`src/rtl/gmii_tx_arbiter.sv`:
```
// Round-robin GMII transmit scheduler for two MAC-side frame sources.
// Adds preamble/SFD, forwards payload, aborts on underrun/oversize and enforces the inter-packet gap.
module gmii_tx_arbiter #(
  parameter int PREAMBLE_LEN = 7,
  parameter int IPG_LEN      = 12,
  parameter int MAX_FRAME    = 1518
) (
  input  logic       GTX_CLK,
  input  logic       RESET,
  input  logic       req_a,
  input  logic [7:0] data_a,
  input  logic       valid_a,
  input  logic       last_a,
  output logic       ready_a,
  output logic       grant_a,
  input  logic       req_b,
  input  logic [7:0] data_b,
  input  logic       valid_b,
  input  logic       last_b,
  output logic       ready_b,
  output logic       grant_b,
  output logic       TX_EN,
  output logic       TX_ER,
  output logic [7:0] tx_octet,
  output logic       busy,
  output logic [2:0] dbg_state
);

  localparam int CW   = $clog2(MAX_FRAME + 1);
  localparam int TMAX = (PREAMBLE_LEN > IPG_LEN) ? PREAMBLE_LEN : IPG_LEN;
  localparam int TW   = $clog2(TMAX + 1);

  typedef enum logic [2:0] {
    S_IDLE     = 3'd0,
    S_PREAMBLE = 3'd1,
    S_SFD      = 3'd2,
    S_DATA     = 3'd3,
    S_ERR      = 3'd4,
    S_IPG      = 3'd5
  } state_t;

  state_t          state_q, state_d;
  logic            tx_en_q, tx_en_d;
  logic            tx_er_q, tx_er_d;
  logic [7:0]      tx_octet_q, tx_octet_d;
  logic            grant_a_q, grant_a_d;
  logic            grant_b_q, grant_b_d;
  logic [CW-1:0]   cnt_q, cnt_d;
  logic [TW-1:0]   tmr_q, tmr_d;
  logic            prio_b_q, prio_b_d;

  logic            accept_phase;
  logic [7:0]      sel_data;
  logic            sel_valid;
  logic            sel_last;
  logic            win_b;
  logic            enter_ipg;
  logic [TW-1:0]   low_seen;

  // Handshake: an octet moves when ready_x and valid_x are both high at a rising edge;
  // ready_x depends only on registered state, never on valid_x.
  assign accept_phase = (state_q == S_SFD) || (state_q == S_DATA);
  assign ready_a      = grant_a_q & accept_phase;
  assign ready_b      = grant_b_q & accept_phase;

  assign sel_data  = grant_a_q ? data_a  : data_b;
  assign sel_valid = grant_a_q ? valid_a : valid_b;
  assign sel_last  = grant_a_q ? last_a  : last_b;

  // The low-cycle count only advances on cycles where TX_EN is already low, so the gap is the same
  // whether IPG is entered behind the last payload octet or behind the error cycle.
  assign low_seen = tmr_q + (tx_en_q ? TW'(0) : TW'(1));

  always_comb begin
    state_d    = state_q;
    tx_en_d    = tx_en_q;
    tx_er_d    = tx_er_q;
    tx_octet_d = tx_octet_q;
    grant_a_d  = grant_a_q;
    grant_b_d  = grant_b_q;
    cnt_d      = cnt_q;
    tmr_d      = tmr_q;
    prio_b_d   = prio_b_q;
    win_b      = 1'b0;
    enter_ipg  = 1'b0;

    case (state_q)
      S_IDLE: begin
        tx_en_d    = 1'b0;
        tx_er_d    = 1'b0;
        tx_octet_d = 8'h00;
        if (req_a || req_b) begin
          win_b      = req_b && (!req_a || prio_b_q);
          grant_a_d  = !win_b;
          grant_b_d  = win_b;
          tx_en_d    = 1'b1;
          tx_octet_d = 8'h55;
          tmr_d      = TW'(1);
          state_d    = S_PREAMBLE;
        end
      end
      S_PREAMBLE: begin
        if (tmr_q == TW'(PREAMBLE_LEN)) begin
          tx_octet_d = 8'hD5;
          tmr_d      = '0;
          state_d    = S_SFD;
        end else begin
          tx_octet_d = 8'h55;
          tmr_d      = tmr_q + TW'(1);
        end
      end
      S_SFD, S_DATA: begin
        if (sel_valid) begin
          tx_en_d    = 1'b1;
          tx_octet_d = sel_data;
          cnt_d      = cnt_q + CW'(1);
          if (sel_last) begin
            enter_ipg = 1'b1;
          end else if (cnt_q == CW'(MAX_FRAME - 1)) begin
            state_d = S_ERR;
          end else begin
            state_d = S_DATA;
          end
        end else begin
          tx_en_d    = 1'b1;
          tx_er_d    = 1'b1;
          tx_octet_d = 8'h00;
          state_d    = S_ERR;
        end
      end
      S_ERR: begin
        // After an oversize octet the error symbol is still pending; after an underrun it is already on the wire.
        if (tx_er_q) begin
          tx_en_d    = 1'b0;
          tx_er_d    = 1'b0;
          tx_octet_d = 8'h00;
          enter_ipg  = 1'b1;
        end else begin
          tx_en_d    = 1'b1;
          tx_er_d    = 1'b1;
          tx_octet_d = 8'h00;
        end
      end
      S_IPG: begin
        tx_en_d    = 1'b0;
        tx_er_d    = 1'b0;
        tx_octet_d = 8'h00;
        if (low_seen == TW'(IPG_LEN - 1)) begin
          tmr_d   = '0;
          state_d = S_IDLE;
        end else begin
          tmr_d = low_seen;
        end
      end
      default: state_d = S_IDLE;
    endcase

    if (enter_ipg) begin
      state_d   = S_IPG;
      grant_a_d = 1'b0;
      grant_b_d = 1'b0;
      cnt_d     = '0;
      tmr_d     = '0;
      prio_b_d  = grant_a_q;
    end
  end

  always_ff @(posedge GTX_CLK) begin
    if (RESET) begin
      state_q    <= S_IDLE;
      tx_en_q    <= 1'b0;
      tx_er_q    <= 1'b0;
      tx_octet_q <= 8'h00;
      grant_a_q  <= 1'b0;
      grant_b_q  <= 1'b0;
      cnt_q      <= '0;
      tmr_q      <= '0;
      prio_b_q   <= 1'b0;
    end else begin
      state_q    <= state_d;
      tx_en_q    <= tx_en_d;
      tx_er_q    <= tx_er_d;
      tx_octet_q <= tx_octet_d;
      grant_a_q  <= grant_a_d;
      grant_b_q  <= grant_b_d;
      cnt_q      <= cnt_d;
      tmr_q      <= tmr_d;
      prio_b_q   <= prio_b_d;
    end
  end

  assign TX_EN     = tx_en_q;
  assign TX_ER     = tx_er_q;
  assign tx_octet  = tx_octet_q;
  assign grant_a   = grant_a_q;
  assign grant_b   = grant_b_q;
  assign busy      = (state_q != S_IDLE);
  assign dbg_state = state_q;

endmodule

```
`config.mk`:
```
export PLATFORM = sky130hd
export DESIGN_NAME = gmii_tx_arbiter
export DESIGN_NICKNAME = d
export VERILOG_FILES = /design/src/rtl/gmii_tx_arbiter.sv
export SDC_FILE = /design/constraint.sdc
export NUM_CORES = 1
export LEC_CHECK = 0
export BUFFER_PORTS_ARGS = -buffer_cell sky130_fd_sc_hd__buf_2
export CELL_PAD_IN_SITES_DETAIL_PLACEMENT = 0
export CELL_PAD_IN_SITES_GLOBAL_PLACEMENT = 1
export CORE_MARGIN = 4
export CORE_UTILIZATION = 42
export DETAILED_ROUTE_END_ITERATION = 7
export PLACE_DENSITY = 0.82
export SLEW_MARGIN = 20
export SYNTH_ARGS = -nofsm -noshare
export SYNTH_HDL_FRONTEND = slang
export SYNTH_SLANG_ARGS = --single-unit
export TNS_END_PERCENT = 30
```
`constraint.sdc`:
```
create_clock -name GTX_CLK -period 4.4 [get_ports GTX_CLK]
set_input_delay 0.88 -clock GTX_CLK [delete_from_list [all_inputs] [get_ports GTX_CLK]]
set_output_delay 0.88 -clock GTX_CLK [all_outputs]
set_load 0.02 [all_outputs]
```
==> run_results.csv, run 1 <==
group,metric,value,unit
yosys,synth_cell_type_count,48,
worst_hold_path,min_from,"tx_octet[0]$_SDFFE_PP0P_",
critical_path,cp_slowest_stage_delay,0.62,ns
outcome,status,"finished clean",
die,fp.dieH,73.5,um
run,cap_viol_max_count,0,
yosys,synth-warning-count,0,
cells_and_area,design_area,0.00209,mm2
timing,finClkSkew,0.00303,ns
detailed_routing,antenna_left,0,
die,die_width,73.5,um
power_and_ir_drop,max-vdd-ir-drop,0.000228,V
critical_path,crit_buf_inv,1,
detailed_routing,drtIter0Drc,76,
placed_design,place_congestion,0.835,
die,io-pin-count,42,
critical_path,critPathKind,"reg -> out",
critical_path,cp_slowest_cell,"nor2b_1",
clocking,post-cts-setup-buffer-count,0,
clocking,cts_resized,0,
yosys,synth_nets,240,
timing,period_needed,2.71,ns
worst_hold_path,hold_class,"reg -> reg",
timing,relSlewSlack,48.7,%
critical_path,cp_max_fo,14,
placed_design,placed_cell_area,0.00200,mm2
cells_and_area,layout.cells.non_filler,298,
clocking,hold_buffers,0,
cells_and_area,synthToLayoutAreaGrowth,16.1,%
detailed_routing,wl_per_cell,14.2,um
critical_path,end_kind,"output port",
yosys,synth_area_per_cell,8.53,um2
placed_design,placed_cells_incl_taps,291,
clocking,clkSlewWorstSetupHoldPaths,0.06,ns
detailed_routing,wirelength,4240,um
clocking,clock_sinks,31,
detailed_routing,drt-pass1-iter-count,4,
timing,hold_slack,0.496,ns
yosys,synthTopCellsByArea,"dfxtp_1 34%, mux2_2 5.6%, nor2_1 5.6%",
cells_and_area,diodes,0,
cells_and_area,finalNetCount,277,
global_routing,grt_usage,17.1,%
critical_path,crit_family,"simple AND/OR/NAND/NOR gates",
clocking,cts_tree,"yes",
global_routing,gr-total-overflow,0,
yosys,yosys.area.top_type_share,34.5,%
clocking,ctsHtreeMaxLevel,2,
clocking,clock_path_buffers,2,
critical_path,crit_required,3.52,ns
timing,report.final.hold_viol_count,0,
yosys,synth_area_leader_cell,"dfxtp_1",
timing,fmax,0.369,GHz
global_routing,grt_pass1_wl,7160,um
global_routing,grt_max_degree,19,
critical_path,crit_chain,"nor2b_1, and2_1, buf_2",
global_routing,grt_pass1_vias,1484,
power_and_ir_drop,p_leak,0.847,nW
yosys,ys_seq_area_share,34.5,%
placed_design,portBuffers,41,
timing,finalSetupViolCount,0,
clocking,insertion_delay,0.28,ns
critical_path,start_kind,"flop",
detailed_routing,drc_errors,0,
timing,rsz0062_at_grt,"false",
placed_design,hpwl,3120,um
detailed_routing,vias_per_cell,5.53,
critical_path,startpoint,"dbg_state[1]$_SDFFE_PP0P_",
timing,fin_setup_tns,0,ns
yosys,netlist_instances,211,
yosys,syn_area,0.00180,mm2
timing,tightestPinTransition,0.769,ns
global_routing,antenna_found_initial,0,
die,coreArea,0.00406,mm2
power_and_ir_drop,power.density,506,mW/mm2
timing,slew_viol_final,0,
detailed_routing,vias,1648,
yosys,ys_seq_elements,31,
timing,fin_crit_sh,61.5,%
clocking,cts_buffers,5,
die,die-area,0.00539,mm2
cells_and_area,drive_gt1_share,25.8,%
clocking,root_buffer,"clkbuf_8",
die,start_util,44.3,%
critical_path,cp_data_arrival_time,1.83,ns
die,row_count,23,
critical_path,r2r_start,"dbg_state[1]$_SDFFE_PP0P_",
## layer usage
metal  global-route usage [%]  vias to the layer above  wire (um)
li1                         -                      845          -
met1                     23.6                      754       2040
met2                     24.3                       39       1850
met3                     6.16                       10        253
met4                     6.24                        0        100
met5                        0                        -          0
## sequential cells by signal, summed over array words and instances (netlist names)
name	flops
grant_b	1
grant_a	1
tx_octet	8
TX_EN	1
TX_ER	1
dbg_state	3
cnt_q	11
prio_b_q	1
tmr_q	4
## through the flow
| stage | utilization [%] | setup WS (ns) | power [mW] |
|---|---|---|---|
| finish | 51.5 | 1.69 | 1.06 |
| floorplan | - | 2.31 | 0.728 |
| global route | 51.5 | 1.49 | 1.14 |
| global placement | 49.3 | 1.94 | 0.842 |
| CTS | 51.5 | 1.69 | 1.07 |
| detailed placement | 49.3 | 1.93 | 0.839 |
## worst paths after layout
| kind | endpoint | slack (ns) | depth (start not counted) |
|---|---|---|---|
| max | ready_a | 1.69 | 3 |
| max reg2reg | dbg_state[0]$_SDFFE_PP0P_ | 2.00 | 4 |
| min reg2reg | tx_octet[0]$_SDFFE_PP0P_ | 0.50 | 2 |
| min | tx_octet[0]$_SDFFE_PP0P_ | 0.50 | 2 |
## synth_stat cells, drive strengths merged
| library cell | number |
|---|---|
| or4 | 2 |
| nor3 | 6 |
| dfxtp | 31 |
| nor4 | 1 |
| a311oi | 2 |
| nand4 | 5 |
| ha | 5 |
| a222oi | 1 |
| xnor2 | 2 |
| and4 | 3 |
| a22oi | 4 |
| o21ai | 6 |
| a21boi | 1 |
| o31ai | 1 |
| and3b | 2 |
| a32o | 1 |
| or2 | 2 |
| xor2 | 7 |
| o311ai | 1 |
| o211ai | 1 |
| buf | 5 |
| nand2b | 3 |
| o2111ai | 1 |
| a32oi | 2 |
| and3 | 3 |
| o21bai | 2 |
| mux2 | 10 |
| nor3b | 2 |
| and2 | 5 |
| o21ba | 2 |
| nand3 | 7 |
| o311a | 1 |
| inv | 5 |
| or3 | 4 |
| a211oi | 8 |
| a21oi | 12 |
| nor2b | 5 |
| clkbuf | 6 |
| nand2 | 13 |
| mux2i | 2 |
| nor2 | 27 |
| a2bb2oi | 2 |
## area by class of cell
type | count | area [um2]
fillers | 409 | 1970
multi-input cells | 164 | 1090
flip-flops and latches | 31 | 621
repair buffers | 41 | 205
clock buffers | 6 | 82.6
well taps | 50 | 62.6
inverters | 5 | 18.8
clock inverters | 1 | 5.00
## kinds of logic after synthesis
kind of cell	share of synthesized area [%]
compound gates	19.5
xor+xnor	4.38
fa+ha+maj	3.48
buf+inv	4.73
flops	34.5
mux	7.58
simple gates	25.8
## placed cells by master (no fill, tap or decap), types with 2 or more instances in the layout
cell       count
a32oi_1        2
nor3_1         6
or3_1          4
and2_1         4
a2bb2oi_1      2
o21ai_0        6
nor2b_1        5
o21ba_2        2
clkbuf_8       6
a21oi_2        2
and3_1         3
and4_1         3
a21oi_1       10
nor2_1        27
nor3b_1        2
nand2_1       13
dfxtp_1       31
mux2_2         9
and3b_1        2
mux2i_1        2
nand2b_1       3
buf_2         41
or4_1          2
nand3_1        7
a211oi_1       8
xnor2_1        2
o21bai_1       2
a22oi_1        4
xor2_1         7
nand4_1        5
ha_1           5
inv_1          5
## power by group
part           total (mW)  internal [mW]  switching [mW]
combinational       0.418          0.172           0.245
clock               0.225          0.122           0.102
sequential          0.415          0.332          0.0835
## worst register-to-register path, cell delays in order, from the launching register on
cell	delay [ns]
dfxtp_1	0.56
nor2b_1	0.62
and2_0	0.72
a211oi_1	0.17
a211oi_1	0.25
Power figures use the tool's default switching activity.
==> run 2, diff against run 1 <==
Settings changed: ABC_AREA set to 1, CORE_UTILIZATION 42 to 33, PLACE_DENSITY 0.82 to 0.73.
Clock period 4.4 ns to 2.25 ns, I/O delays scaled along.
==> run 2 against run 1 <==
  * Critical path type unchanged
  * Clock skew grew 0.00087 ns
  * Power grew 98%
  * First-iteration DRC count grew 63%
  * Synthesized area grew 2.7%
  * Core utilization shrank 10 points
  * Sequential share of layout area shrank 1.2 points
  * Worst setup slack lost 1.2 ns
  * Die area grew 27%
==> run_results.csv, run 2 <==
group,metric,value,unit
cells_and_area,largest_reg_flops,11,
yosys,synth_cell_type_count,26,
timing,slew_viol_final,0,
yosys,synth.most_common_cell,"nand2_1",
yosys,synth_area_per_cell,6.39,um2
critical_path,cp_data_arrival_time,1.31,ns
cells_and_area,multiInputGateArea,0.00103,mm2
yosys,netlist_instances,289,
outcome,status,"finished clean",
die,start_util,35.1,%
timing,fin_setup_tns,0,ns
timing,relSlewSlack,70.7,%
yosys,ys_seq_elements,31,
cells_and_area,final_cell_mix,"90 x nand2_1, 41 x buf_2, 37 x inv_1",
timing,finalSetupViolCount,0,
critical_path,crit_chain,"inv_1, buf_4, nor2_1, buf_2",
yosys,syn_area,0.00185,mm2
critical_path,cp_slowest_cell,"dfxtp_1",
cells_and_area,layout_commonest_cell,"nand2_1",
timing,finClkSkew,0.00389,ns
yosys,async_reset_ff_share,0,%
global_routing,grt_usage,14.2,%
critical_path,end_kind,"output port",
timing,tightestPinTransition,0.439,ns
critical_path,critPathKind,"reg -> out",
placed_design,place_ws,0.476,ns
detailed_routing,wirelength,4710,um
detailed_routing,drtIter0Drc,124,
detailed_routing,wl_per_cell,11.7,um
clocking,clock_sinks,31,
detailed_routing,drt-pass1-iter-count,4,
cells_and_area,drive_gt1_share,19.3,%
die,die_width,82.8,um
timing,fin_crit_sh,78.1,%
cells_and_area,synthToLayoutAreaGrowth,17.7,%
timing,fmax,0.569,GHz
yosys,synthTopCellsByArea,"dfxtp_1 34%, nand2_1 18%, inv_1 7.5%",
yosys,synth_nets,318,
detailed_routing,vias_per_cell,4.59,
yosys,ys_seq_area_share,33.6,%
placed_design,place_congestion,0.832,
clocking,post-cts-setup-buffer-count,0,
timing,rsz0062_at_grt,"false",
critical_path,crit_required,1.80,ns
timing,worst_slack,0.492,ns
yosys,synth_area_leader_cell,"dfxtp_1",
global_routing,antenna_found_initial,0,
power_and_ir_drop,p_leak,1.04,nW
cells_and_area,layout.cells.non_filler,401,
detailed_routing,vias,1840,
global_routing,grt_pass1_wl,8100,um
clocking,clock_path_buffers,2,
die,row_count,26,
worst_hold_path,hold_class,"in -> reg",
global_routing,gr-total-overflow,0,
clocking,cts_buffers,5,
yosys,synth-warning-count,0,
cells_and_area,final_core_util,41.3,%
cells_and_area,finalNetCount,361,
critical_path,cp_slowest_stage_delay,0.44,ns
cells_and_area,fill_cells,591,
placed_design,portBuffers,41,
critical_path,cp_max_fo,8,
timing,period_needed,1.76,ns
detailed_routing,antenna_left,0,
placed_design,hpwl,3630,um
placed_design,placed_cells_incl_taps,395,
cells_and_area,regMostFlops,"cnt_q",
global_routing,grt_pass1_vias,1784,
yosys,yosys.area.top_type_share,33.6,%
die,die-area,0.00686,mm2
cells_and_area,diodes,0,
clocking,insertion_delay,0.27,ns
cells_and_area,regArea,621,um2
clocking,cts_resized,0,
timing,report.final.hold_viol_count,0,
placed_design,placed_cell_area,0.00210,mm2
clocking,hold_buffers,0,
yosys,ys.flop_type,"dfxtp_1",
run,cap_viol_max_count,0,
cells_and_area,design_area,0.00218,mm2
clocking,cts_tree,"yes",
detailed_routing,drc_errors,0,
die,coreArea,0.00527,mm2
clocking,clkSlewWorstSetupHoldPaths,0.06,ns
global_routing,grt_max_degree,17,
clocking,root_buffer,"clkbuf_8",
die,fp.dieH,82.8,um
yosys,synth_commonest_cells,"90 x nand2_1, 37 x inv_1, 33 x nor2_1",
die,io-pin-count,42,
clocking,ctsHtreeMaxLevel,2,
critical_path,start_kind,"flop",
yosys,synth_edf_count,0,
power_and_ir_drop,power.density,964,mW/mm2
power_and_ir_drop,max-vdd-ir-drop,0.000530,V
[run 2: cell count changes after synthesis, moves of 6 or more]
cell,previous run,this run
nand2_1,13,90
a211oi_1,8,1
nand3_1,7,16
a21oi_1,10,25
nor2_1,27,33
mux2_2,9,0
inv_1,5,37
[run 2: through the flow]
step,hold WS (ns),power (mW)
floorplan,0.457,1.44
global placement,0.455,1.72
detailed placement,0.456,1.71
CTS,0.439,2.12
global route,0.464,2.29
finish,0.446,2.10
[run 2: kinds of logic after synthesis]
family | synth area share, %
and+or+nand+nor | 37.6
buffers and inverters | 10.6
AOI/OAI and AO/OA | 13.0
DFF | 33.6
adders and majority gates | 3.39
xor gates and xnor gates | 1.90
[run 2: cell type report]
| type | instances | area share (%) |
|---|---|---|
| flip-flops and latches | 31 | 28.5 |
| inverters | 38 | 6.56 |
| repair buffers | 43 | 10.1 |
| well taps | 70 | 4.03 |
| clock buffers | 6 | 3.34 |
| multi-input cells | 213 | 47.4 |
[run 2: report_power, final]
part           total [mW]  switching, mW  internal, mW
logic               0.947          0.632         0.315
clock network       0.400          0.194         0.206
registers           0.751         0.0988         0.652
total                2.10          0.925          1.17
[run 2: final timing paths]
check	start	endpoint	slack (ns)	cells past startpoint
setup / recovery	grant_a$_SDFFE_PP0P_	ready_a	0.49	4
hold reg to reg	tx_octet[5]$_SDFFE_PP0P_	tx_octet[5]$_SDFFE_PP0P_	0.47	2
hold / removal	RESET	tx_octet[5]$_SDFFE_PP0P_	0.45	2
setup reg to reg	grant_a$_SDFFE_PP0P_	dbg_state[0]$_SDFFE_PP0P_	0.49	9
[run 2: per-layer routing]
layer	global-route usage (%)	routed length, um	vias to the layer above
li1	-	-	995
met1	19.3	2380	796
met2	22.5	2060	45
met3	3.27	225	4
met4	4.01	39	0
met5	0	0	-
[run 2: worst max-delay path: cells and delay by family, from the launching register on]
family,cells,cell delay (ns)
buf+inv,3,0.48
flops,1,0.44
simple gates,1,0.11
==> run 3, diff against run 2 <==
Settings changed: CORE_UTILIZATION 33 to 37, PLACE_DENSITY 0.73 to 0.77.
Clock period 2.25 ns to 1.7 ns, I/O delays scaled along.
==> run 3 against run 2 <==
  * Register-to-register slack worse by 0.39 ns
  * Critical endpoint is now tmr_q[3]$_SDFFE_PP0P_
  * Via count is 4.3% higher
  * Largest power group unchanged
  * Largest cell class unchanged
  * Power is 45% higher
  * Highest routed layer unchanged
  * Final cell count is 2.2% higher
==> run_results.csv, run 3 (synthesis results as in run 2) <==
group,metric,value,unit
timing,report.final.hold_viol_count,0,
global_routing,grt_max_degree,16,
power_and_ir_drop,max-vdd-ir-drop,0.000758,V
cells_and_area,drive_gt1_share,25.1,%
critical_path,crit_required,1.89,ns
run,cap_viol_max_count,0,
detailed_routing,wirelength,4740,um
clocking,insertion_delay,0.29,ns
detailed_routing,wl_per_cell,11.6,um
critical_path,crit_family,"adder cells",
detailed_routing,antenna_left,0,
power_and_ir_drop,p_leak,1.10,nW
timing,period_needed,1.60,ns
detailed_routing,vias,1919,
timing,fmax,0.626,GHz
cells_and_area,regMostFlops,"cnt_q",
critical_path,end_kind,"flop",
timing,finClkSkew,0.00557,ns
timing,finalSetupViolCount,0,
placed_design,hpwl,3670,um
clocking,clkSlewWorstSetupHoldPaths,0.07,ns
power_and_ir_drop,total_power,3.04,mW
worst_hold_path,hold_class,"in -> reg",
die,die-area,0.00619,mm2
cells_and_area,diodes,0,
cells_and_area,fill_cells,526,
global_routing,antenna_found_initial,0,
global_routing,gr-total-overflow,0,
outcome,status,"finished clean",
die,coreArea,0.00479,mm2
timing,fin_setup_tns,0,ns
critical_path,cp_data_arrival_time,1.79,ns
power_and_ir_drop,power.density,1320,mW/mm2
cells_and_area,regArea,627,um2
die,start_util,38.6,%
critical_path,critPathKind,"reg -> reg",
cells_and_area,finalNetCount,371,
timing,tightestPinTransition,0.417,ns
placed_design,place_congestion,0.881,
critical_path,cp_max_fo,3,
die,row_count,25,
clocking,root_buffer,"clkbuf_8",
die,fp.dieH,78.7,um
clocking,cts_buffers,5,
global_routing,grt_usage,16.4,%
critical_path,crit_buf_inv,3,
detailed_routing,drt-pass1-iter-count,4,
timing,relSlewSlack,72.1,%
cells_and_area,final_cell_mix,"89 x nand2_1, 41 x buf_2, 36 x inv_1",
clocking,clock_path_buffers,2,
cells_and_area,largest_reg_flops,11,
detailed_routing,drc_errors,0,
die,die_width,78.7,um
placed_design,portBuffers,41,
die,io-pin-count,42,
critical_path,cp_slowest_stage_delay,0.33,ns
critical_path,crit_chain,"inv_2, ha_2, ha_2, nand2_1, nor2_1, nand2_1, buf_4, nand3_1, o211ai_1, nand2_1, inv_1",
critical_path,cpMostUsedCell,"nand2_1",
clocking,ctsHtreeMaxLevel,2,
clocking,cts_tree,"yes",
global_routing,grt_pass1_wl,7950,um
clocking,clock_sinks,31,
global_routing,grt_pass1_vias,1825,
cells_and_area,synthToLayoutAreaGrowth,24.6,%
detailed_routing,drtIter0Drc,59,
timing,fin_crit_sh,94.0,%
timing,slew_viol_final,0,
detailed_routing,vias_per_cell,4.68,
critical_path,start_kind,"flop",
cells_and_area,multiInputGateArea,0.00104,mm2
cells_and_area,layout_commonest_cell,"nand2_1",
critical_path,cp_slowest_cell,"dfxtp_2",
-- run 3: changes by cell type in the layout (fill, tap and decap cells not counted), sizes merged --
cell and delta:
buf +10, clkbuf +2
-- run 3: power breakdown --
group | switching [mW] | internal [mW] | total (mW)
clock network | 0.282 | 0.369 | 0.651
registers | 0.118 | 0.874 | 0.992
logic | 0.874 | 0.519 | 1.39
-- run 3: worst paths after layout --
kind,start,endpoint,slack [ns],cells after the start
max,TX_EN$_SDFFE_PP0P_,tmr_q[3]$_SDFFE_PP0P_,0.10,11
min,RESET,tx_octet[1]$_SDFFE_PP0P_,0.33,2
max reg2reg,TX_EN$_SDFFE_PP0P_,tmr_q[3]$_SDFFE_PP0P_,0.10,11
min reg2reg,tx_octet[1]$_SDFFE_PP0P_,tx_octet[1]$_SDFFE_PP0P_,0.46,2
-- run 3: repair_timing --
| item | CTS | global route |
|---|---|---|
| resized for setup | 0 | 10 |
| setup buffers | 0 | 1 |
| hold buffers | 0 | 0 |
| setup endpoints to repair | 0 | 9 |
-- run 3: cell type report --
cell class                 instances  share of cell area [%]
tap                               67                    3.64
clock buffer                       8                    4.35
multi-input combinational        213                    45.2
inverter                          38                    6.19
timing repair buffer              53                    13.4
sequential                        31                    27.2
-- run 3: worst register-to-register path: stages, from the launching register on --
cell and delay (ns):
dfxtp_2 0.33, inv_2 0.04, ha_2 0.19, ha_2 0.33
nand2_1 0.05, nor2_1 0.08, nand2_1 0.08, buf_4 0.15
nand3_1 0.06, o211ai_1 0.08, nand2_1 0.07, inv_1 0.03
-- run 3: per-stage QoR --
| step | util [%] | instance area (um2) | hold WS (ns) | instances | setup slack [ns] |
|---|---|---|---|---|---|
| 2_1_floorplan | - | 1850 | 0.409 | 289 | 0.0162 |
| 3_3_place_gp | 45.5 | 2180 | 0.452 | 401 | 0.144 |
| 3_5_place_dp | 45.5 | 2180 | 0.452 | 401 | 0.101 |
| 4_1_cts | 47.6 | 2280 | 0.326 | 409 | 0.0409 |
| 5_1_grt | 48.1 | 2300 | 0.343 | 410 | -0.0149 |
| 6_report | 48.1 | 2300 | 0.327 | 410 | 0.101 |
-- run 3: layer usage --
metal | vias to the layer above | track usage (%) | share of wire (%)
li1 | 1017 | - | -
met3 | 14 | 3.44 | 3.9
met2 | 39 | 26.6 | 45
met1 | 849 | 20.1 | 48
met5 | - | 0 | 0
met4 | 0 | 8.92 | 3.1
